### src/rtl/rv32_sb_pkg.sv
// Shared types and defaults for the multi-cycle unit destination-register scoreboard.
// Slot records carry the in-flight rd of one execution unit from issue to writeback.
package rv32_sb_pkg;

    localparam int NUM_UNITS_DEF = 9;
    localparam int RD_W_DEF      = 5;
    // rd field sized for the widest supported register address; narrower rd is zero-extended
    localparam int RD_W_MAX      = 6;

    typedef struct packed {
        logic                valid;
        logic [RD_W_MAX-1:0] rd;
        logic                rd_fp;
        logic                squashed;
    } slot_t;

    localparam slot_t SLOT_EMPTY = '{valid: 1'b0, rd: {RD_W_MAX{1'b0}}, rd_fp: 1'b0, squashed: 1'b0};

    // Integer x0 is hardwired to zero, so only FP registers or non-zero integer rd are tracked
    function automatic logic rd_is_tracked(input logic writes, input logic rd_fp, input logic rd_nonzero);
        return writes && (rd_fp || rd_nonzero);
    endfunction

endpackage

### src/rtl/sb_slot.sv
// One scoreboard slot: holds the in-flight rd of a single execution unit and
// compares it against the issuing instruction's sources and destination.
module sb_slot
    import rv32_sb_pkg::*;
#(
    parameter int RD_W = RD_W_DEF
) (
    input  logic            clk,
    input  logic            reset_n,
    input  logic            flush,
    input  logic            alloc,
    input  logic            squash,
    input  logic            wb_valid,
    input  logic [RD_W-1:0] iss_rd,
    input  logic            iss_rd_fp,
    input  logic [RD_W-1:0] iss_rs1,
    input  logic            iss_rs1_fp,
    input  logic [RD_W-1:0] iss_rs2,
    input  logic            iss_rs2_fp,
    input  logic [RD_W-1:0] iss_rs3,
    input  logic            iss_rs3_fp,
    input  logic            iss_rs3_used,
    output logic            busy,
    output logic            src_hit,
    output logic            rd_hit,
    output logic            wb_write_en
);

    slot_t slot_r;
    logic  live_s;
    logic  hit_rs1_s;
    logic  hit_rs2_s;
    logic  hit_rs3_s;
    logic  hit_rd_s;

    // A slot completing this cycle is forwarded, so it never matches
    assign live_s    = slot_r.valid && !wb_valid;
    assign hit_rs1_s = live_s && (slot_r.rd == RD_W_MAX'(iss_rs1)) && (slot_r.rd_fp == iss_rs1_fp);
    assign hit_rs2_s = live_s && (slot_r.rd == RD_W_MAX'(iss_rs2)) && (slot_r.rd_fp == iss_rs2_fp);
    assign hit_rs3_s = live_s && (slot_r.rd == RD_W_MAX'(iss_rs3)) && (slot_r.rd_fp == iss_rs3_fp);
    assign hit_rd_s  = live_s && (slot_r.rd == RD_W_MAX'(iss_rd))  && (slot_r.rd_fp == iss_rd_fp);

    assign src_hit     = !slot_r.squashed && (hit_rs1_s || hit_rs2_s || (iss_rs3_used && hit_rs3_s));
    assign rd_hit      = !slot_r.squashed && hit_rd_s;
    assign wb_write_en = wb_valid && slot_r.valid && !slot_r.squashed;
    assign busy        = slot_r.valid;

    // Slot state: flush empties, a new allocation beats a same-cycle release
    always_ff @(posedge clk or negedge reset_n) begin
        if (!reset_n) begin
            slot_r <= SLOT_EMPTY;
        end else if (flush) begin
            slot_r <= SLOT_EMPTY;
        end else if (alloc) begin
            slot_r <= '{valid: 1'b1, rd: RD_W_MAX'(iss_rd), rd_fp: iss_rd_fp, squashed: 1'b0};
        end else if (squash) begin
            slot_r.squashed <= 1'b1;
        end else if (wb_valid) begin
            slot_r <= SLOT_EMPTY;
        end else begin
            slot_r <= slot_r;
        end
    end

endmodule

### src/rtl/unit_rd_scoreboard.sv
// Scoreboard of in-flight destination registers for the multi-cycle execution units:
// raises RAW / unit-busy stalls at issue and squashes older writers on WAW.
module unit_rd_scoreboard
    import rv32_sb_pkg::*;
#(
    parameter int NUM_UNITS  = NUM_UNITS_DEF,
    parameter int RD_W       = RD_W_DEF,
    parameter int UNIT_IDX_W = $clog2(NUM_UNITS)
) (
    input  logic                  clk,
    input  logic                  reset_n,
    input  logic                  flush,
    input  logic                  iss_valid,
    input  logic [UNIT_IDX_W-1:0] iss_unit,
    input  logic [RD_W-1:0]       iss_rd,
    input  logic                  iss_rd_fp,
    input  logic                  iss_writes,
    input  logic [RD_W-1:0]       iss_rs1,
    input  logic [RD_W-1:0]       iss_rs2,
    input  logic [RD_W-1:0]       iss_rs3,
    input  logic                  iss_rs1_fp,
    input  logic                  iss_rs2_fp,
    input  logic                  iss_rs3_fp,
    input  logic                  iss_rs3_used,
    input  logic [NUM_UNITS-1:0]  wb_valid,
    output logic                  raw_stall,
    output logic                  unit_busy_stall,
    output logic [NUM_UNITS-1:0]  clear_unit,
    output logic [NUM_UNITS-1:0]  wb_write_en,
    output logic [NUM_UNITS-1:0]  slot_busy
);

    logic [NUM_UNITS-1:0] unit_sel_s;
    logic [NUM_UNITS-1:0] src_hit_s;
    logic [NUM_UNITS-1:0] rd_hit_s;
    logic [NUM_UNITS-1:0] alloc_s;
    logic                 tracked_s;
    logic                 accept_s;
    logic                 grant_s;

    // One-hot decode of the target unit; out-of-range indices select nothing
    always_comb begin
        unit_sel_s = {NUM_UNITS{1'b0}};
        for (int i = 0; i < NUM_UNITS; i++) begin
            unit_sel_s[i] = (iss_unit == UNIT_IDX_W'(i));
        end
    end

    assign tracked_s       = rd_is_tracked(iss_writes, iss_rd_fp, |iss_rd);
    assign raw_stall       = iss_valid && (|src_hit_s);
    assign unit_busy_stall = iss_valid && (|(unit_sel_s & slot_busy & ~wb_valid));
    assign accept_s        = iss_valid && !raw_stall && !unit_busy_stall && !flush;
    assign grant_s         = accept_s && tracked_s;

    // The target slot is either idle or completing, so it never appears in rd_hit_s
    assign clear_unit = {NUM_UNITS{grant_s}} & rd_hit_s & ~unit_sel_s;
    assign alloc_s    = {NUM_UNITS{grant_s}} & unit_sel_s;

    for (genvar i = 0; i < NUM_UNITS; i++) begin : g_slot
        sb_slot #(
            .RD_W (RD_W)
        ) u_slot (
            .clk          (clk),
            .reset_n      (reset_n),
            .flush        (flush),
            .alloc        (alloc_s[i]),
            .squash       (clear_unit[i]),
            .wb_valid     (wb_valid[i]),
            .iss_rd       (iss_rd),
            .iss_rd_fp    (iss_rd_fp),
            .iss_rs1      (iss_rs1),
            .iss_rs1_fp   (iss_rs1_fp),
            .iss_rs2      (iss_rs2),
            .iss_rs2_fp   (iss_rs2_fp),
            .iss_rs3      (iss_rs3),
            .iss_rs3_fp   (iss_rs3_fp),
            .iss_rs3_used (iss_rs3_used),
            .busy         (slot_busy[i]),
            .src_hit      (src_hit_s[i]),
            .rd_hit       (rd_hit_s[i]),
            .wb_write_en  (wb_write_en[i])
        );
    end

endmodule

### config.mk
export PLATFORM = sky130hd
export DESIGN_NAME = unit_rd_scoreboard
export DESIGN_NICKNAME = d
export VERILOG_FILES = /design/src/rtl/rv32_sb_pkg.sv /design/src/rtl/sb_slot.sv /design/src/rtl/unit_rd_scoreboard.sv
export SDC_FILE = /design/constraint.sdc
export NUM_CORES = 1
export LEC_CHECK = 0
export BUFFER_PORTS_ARGS = -buffer_cell sky130_fd_sc_hd__buf_2
export CORE_ASPECT_RATIO = 1.5
export CORE_MARGIN = 3
export CORE_UTILIZATION = 65
export DETAILED_ROUTE_END_ITERATION = 10
export PLACE_DENSITY = 0.92
export SETUP_SLACK_MARGIN = 0.1
export SYNTH_ARGS = -nofsm -noshare
export SYNTH_HDL_FRONTEND = slang
export SYNTH_SLANG_ARGS = --single-unit
### constraint.sdc
create_clock -name clk -period 6.86 [get_ports clk]
set_input_delay 0.343 -clock clk [delete_from_list [all_inputs] [get_ports clk]]
set_output_delay 0.343 -clock clk [all_outputs]
set_load 0.02 [all_outputs]
==> flow_metrics.py <==
metrics = {
    "timing": {
        "finalClockSkew_ns": 0.00716,
        "drv_slew": 0,
        "tns_ns": 0,
        "fin_crit_sh_pct": 54.1,
        "worst_slew_pin_slew_ns": 0.971,
        "setup-violations-final": 0,
        "slew_headroom_pct": 35.3,
        "fmax_ghz": 0.270,
        "min_period_ns": 3.71,
        "rsz0062_at_grt": "no",
        "hold_violations": 0,
    },
    "global_routing": {
        "met2_usage_pct": 57.9,
        "grtUsageMet1_pct": 46.2,
        "grt_pass1_vias": 5694,
        "antenna_found_initial": 0,
        "grt_start_max_net_pins": 73,
        "grt_use_met3_pct": 9.85,
        "grt_pass1_wl_um": 32400,
        "top_usage_layer": "met2",
        "groute.usage.overall_pct": 38.1,
        "gr-total-overflow": 0,
    },
    "detailed_routing": {
        "drtIter0Drc": 739,
        "drtPass1Iterations": 5,
        "avgRoutedWirePerCell_um": 25.7,
        "drc": 0,
        "num_vias": 5698,
        "viasPerCell": 6.95,
        "ant_nets": 0,
        "wl_um": 21100,
    },
    "floorplan": {
        "coreArea_um2": 9850,
        "die-width_um": 88.7,
        "placementRows": 44,
        "ioPinCount": 72,
        "initial_core_util_pct": 67.6,
        "die_h_um": 130,
        "dieArea_um2": 11500,
    },
    "clocking": {
        "cts_max_level": 3,
        "cts_tree": "yes",
        "cts_resized": 0,
        "clkTransAtPathRegs_ns": 0.06,
        "cts_buffers": 9,
        "clockRootBuffer": "clkbuf_16",
        "insertion_delay_ns": 0.35,
        "post_cts_buffers": 0,
        "postCtsHoldBufs": 0,
        "clock_path_buffers": 2,
        "cts.sinks": 72,
    },
    "placed_design": {
        "place_inst": 804,
        "dp_hpwl_um": 14400,
        "io_buffers": 71,
        "gp_congestion": 1.00,
    },
    "synth": {
        "async_flop_share_pct": 100,
        "synthesis.area_um2": 6660,
        "netlist_instances": 735,
        "syn_nets": 778,
        "synth_seq_cells": 72,
        "synth_edf_count": 0,
        "yosysUniqueCellTypes": 43,
        "yosysWarnings": 0,
        "ys_seq_area_share_pct": 27.0,
        "syn_area_per_cell_um2": 9.06,
        "ys.flop_type": "dfrtp_1",
    },
    "worst_setup_path": {
        "cp.required_ns": 6.52,
        "r2r_setup_slack_ns": 3.61,
        "critPathLaunchType": "register",
        "reg2reg_depth": 6,
        "critPathCaptureType": "primary output",
        "crit_end": "clear_unit[7]",
        "cp-startpoint": "g_slot[0].u_slot.busy$_DFFE_PN0P_",
        "crit_type": "register to primary output",
        "r2r_end": "g_slot[2].u_slot.slot_r[6]$_DFFE_PN0P_",
        "r2r-start": "g_slot[0].u_slot.busy$_DFFE_PN0P_",
        "path_max_fanout": 12,
        "crit_arrival_ns": 3.37,
    },
    "power": {
        "swShare_pct": 26.8,
        "pwr_density_cell_nw_per_um2": 174,
        "p_leak_nw": 3.02,
        "power.share.clock_pct": 48.2,
        "intPower_mw": 0.861,
        "p_switching_mw": 0.315,
        "seqPwrFrac_pct": 36.5,
        "max-vdd-ir-drop_mv": 0.115,
        "combPwrFrac_pct": 15.3,
    },
    "layout": {
        "final_nets": 743,
        "final_layout_size_suffix_gt1_share_pct": 13.6,
        "final_cells": 820,
        "antenna_cells": 0,
        "synthToLayoutAreaGrowth_pct": 1.69,
    },
    "run": {
        "maxCapViolCount": 0,
    },
    "run_status": {
        "status": "completed",
    },
    "min_path": {
        "hp-class": "input pin to asynchronous set/reset pin",
    },
}
## power by group through the flow
| stage | clock network (mW) | logic (mW) | registers, mW |
|---|---|---|---|
| 2_1_floorplan | 0 | 0.121 | 0.435 |
| 3_3_place_gp | 0 | 0.167 | 0.437 |
| 3_5_place_dp | 0 | 0.172 | 0.437 |
| 4_1_cts | 0.566 | 0.173 | 0.429 |
| 5_1_grt | 0.582 | 0.187 | 0.430 |
| 6_report | 0.567 | 0.180 | 0.429 |
## registers in the layout (all words and copies together), names as in the netlist
register              flops
g_slot.u_slot.busy        9
g_slot.u_slot.slot_r     63
## per-stage QoR
step           total power, mW  util (%)  setup slack (ns)  hold slack (ns)  instance area (um^2)
6_report                  1.18      68.8              3.15            0.210                  6780
3_5_place_dp             0.609      65.1              3.44            0.498                  6420
4_1_cts                   1.17      68.8              3.30            0.265                  6780
3_3_place_gp             0.604      65.1              3.57            0.487                  6420
2_1_floorplan            0.556         -              4.14           0.0474                  6660
5_1_grt                   1.20      68.8              2.97            0.303                  6780
## worst max-delay path, cell delays in order, from the launching register on
cell and delay (ns):
dfrtp_1 0.44, nand2b_1 0.19, o32ai_1 0.11, nor4_1 0.50
nand4_1 0.84, nor4_1 0.69, buf_2 0.26
## cells in the final DEF, fill, tap and decap left out, drive strengths merged, types with 5 or more instances in the layout
cell type  instances
o211a              9
xnor2            166
o21ai              6
buf               73
nand3             17
nand4             46
nor2              20
inv               11
nor3b             12
clkbuf            11
and3b              5
mux2i             54
nor4              26
dfrtp             72
xor2              50
nand3b            38
nor3              10
nand2             46
## final cells by class
| type | instances | area (um^2) |
|---|---|---|
| well taps | 115 | 144 |
| fillers | 700 | 3080 |
| flip-flops and latches | 72 | 1800 |
| inverters | 12 | 45.0 |
| clock buffers | 11 | 253 |
| multi-input cells | 532 | 4060 |
| repair buffers | 73 | 370 |
| clock inverters | 5 | 103 |
## kinds of logic (layout without fill, tap and decap cells)
| group | after synthesis | in the layout | synth area share [%] |
|---|---|---|---|
| compound gates | 26 | 26 | 3.61 |
| buf+inv | 131 | 101 | 12.0 |
| xor+xnor | 216 | 216 | 28.4 |
| flops | 72 | 72 | 27.0 |
| simple gates | 236 | 236 | 20.8 |
| mux | 54 | 54 | 8.11 |
## Yosys cell counts (3+ instances only)
cell | number | area share [%]
o21ai_0 | 6 | 0.45
nor4_1 | 24 | 2.3
a31oi_1 | 3 | 0.28
inv_1 | 11 | 0.62
xor2_1 | 50 | 6.6
clkbuf_1 | 12 | 0.68
xnor2_1 | 166 | 22
nor3_1 | 9 | 0.68
nand4_1 | 46 | 4.3
nand2_1 | 46 | 2.6
buf_4 | 32 | 3.6
o211a_1 | 9 | 1.4
nor3b_1 | 12 | 1.4
nor2_1 | 20 | 1.1
mux2i_1 | 54 | 8.1
and3b_1 | 5 | 0.66
buf_1 | 3 | 0.17
buf_6 | 16 | 2.7
nand3b_1 | 38 | 4.3
or3_1 | 3 | 0.28
dfrtp_1 | 72 | 27
buf_2 | 49 | 3.7
clkbuf_2 | 7 | 0.53
nand3_1 | 17 | 1.3
## worst min-delay path by stage
stage                                                 start                                     end  slack (ns)
after global placement    g_slot[6].u_slot.busy$_DFFE_PN0P_       g_slot[6].u_slot.busy$_DFFE_PN0P_        0.49
final                                               reset_n       g_slot[2].u_slot.busy$_DFFE_PN0P_        0.21
after CTS                                           reset_n       g_slot[2].u_slot.busy$_DFFE_PN0P_        0.27
after global routing                                reset_n  g_slot[2].u_slot.slot_r[0]$_DFFE_PN0P_        0.30
after detailed placement  g_slot[6].u_slot.busy$_DFFE_PN0P_       g_slot[6].u_slot.busy$_DFFE_PN0P_        0.50
after floorplan                                     reset_n       g_slot[0].u_slot.busy$_DFFE_PN0P_        0.05
## per-layer routing
metal | vias to the layer above | wire length [um]
li1 | 2380 | -
met1 | 2749 | 7470
met5 | - | 0
met3 | 146 | 2390
met4 | 0 | 1740
met2 | 423 | 9520
Power figures use the tool's default switching activity.
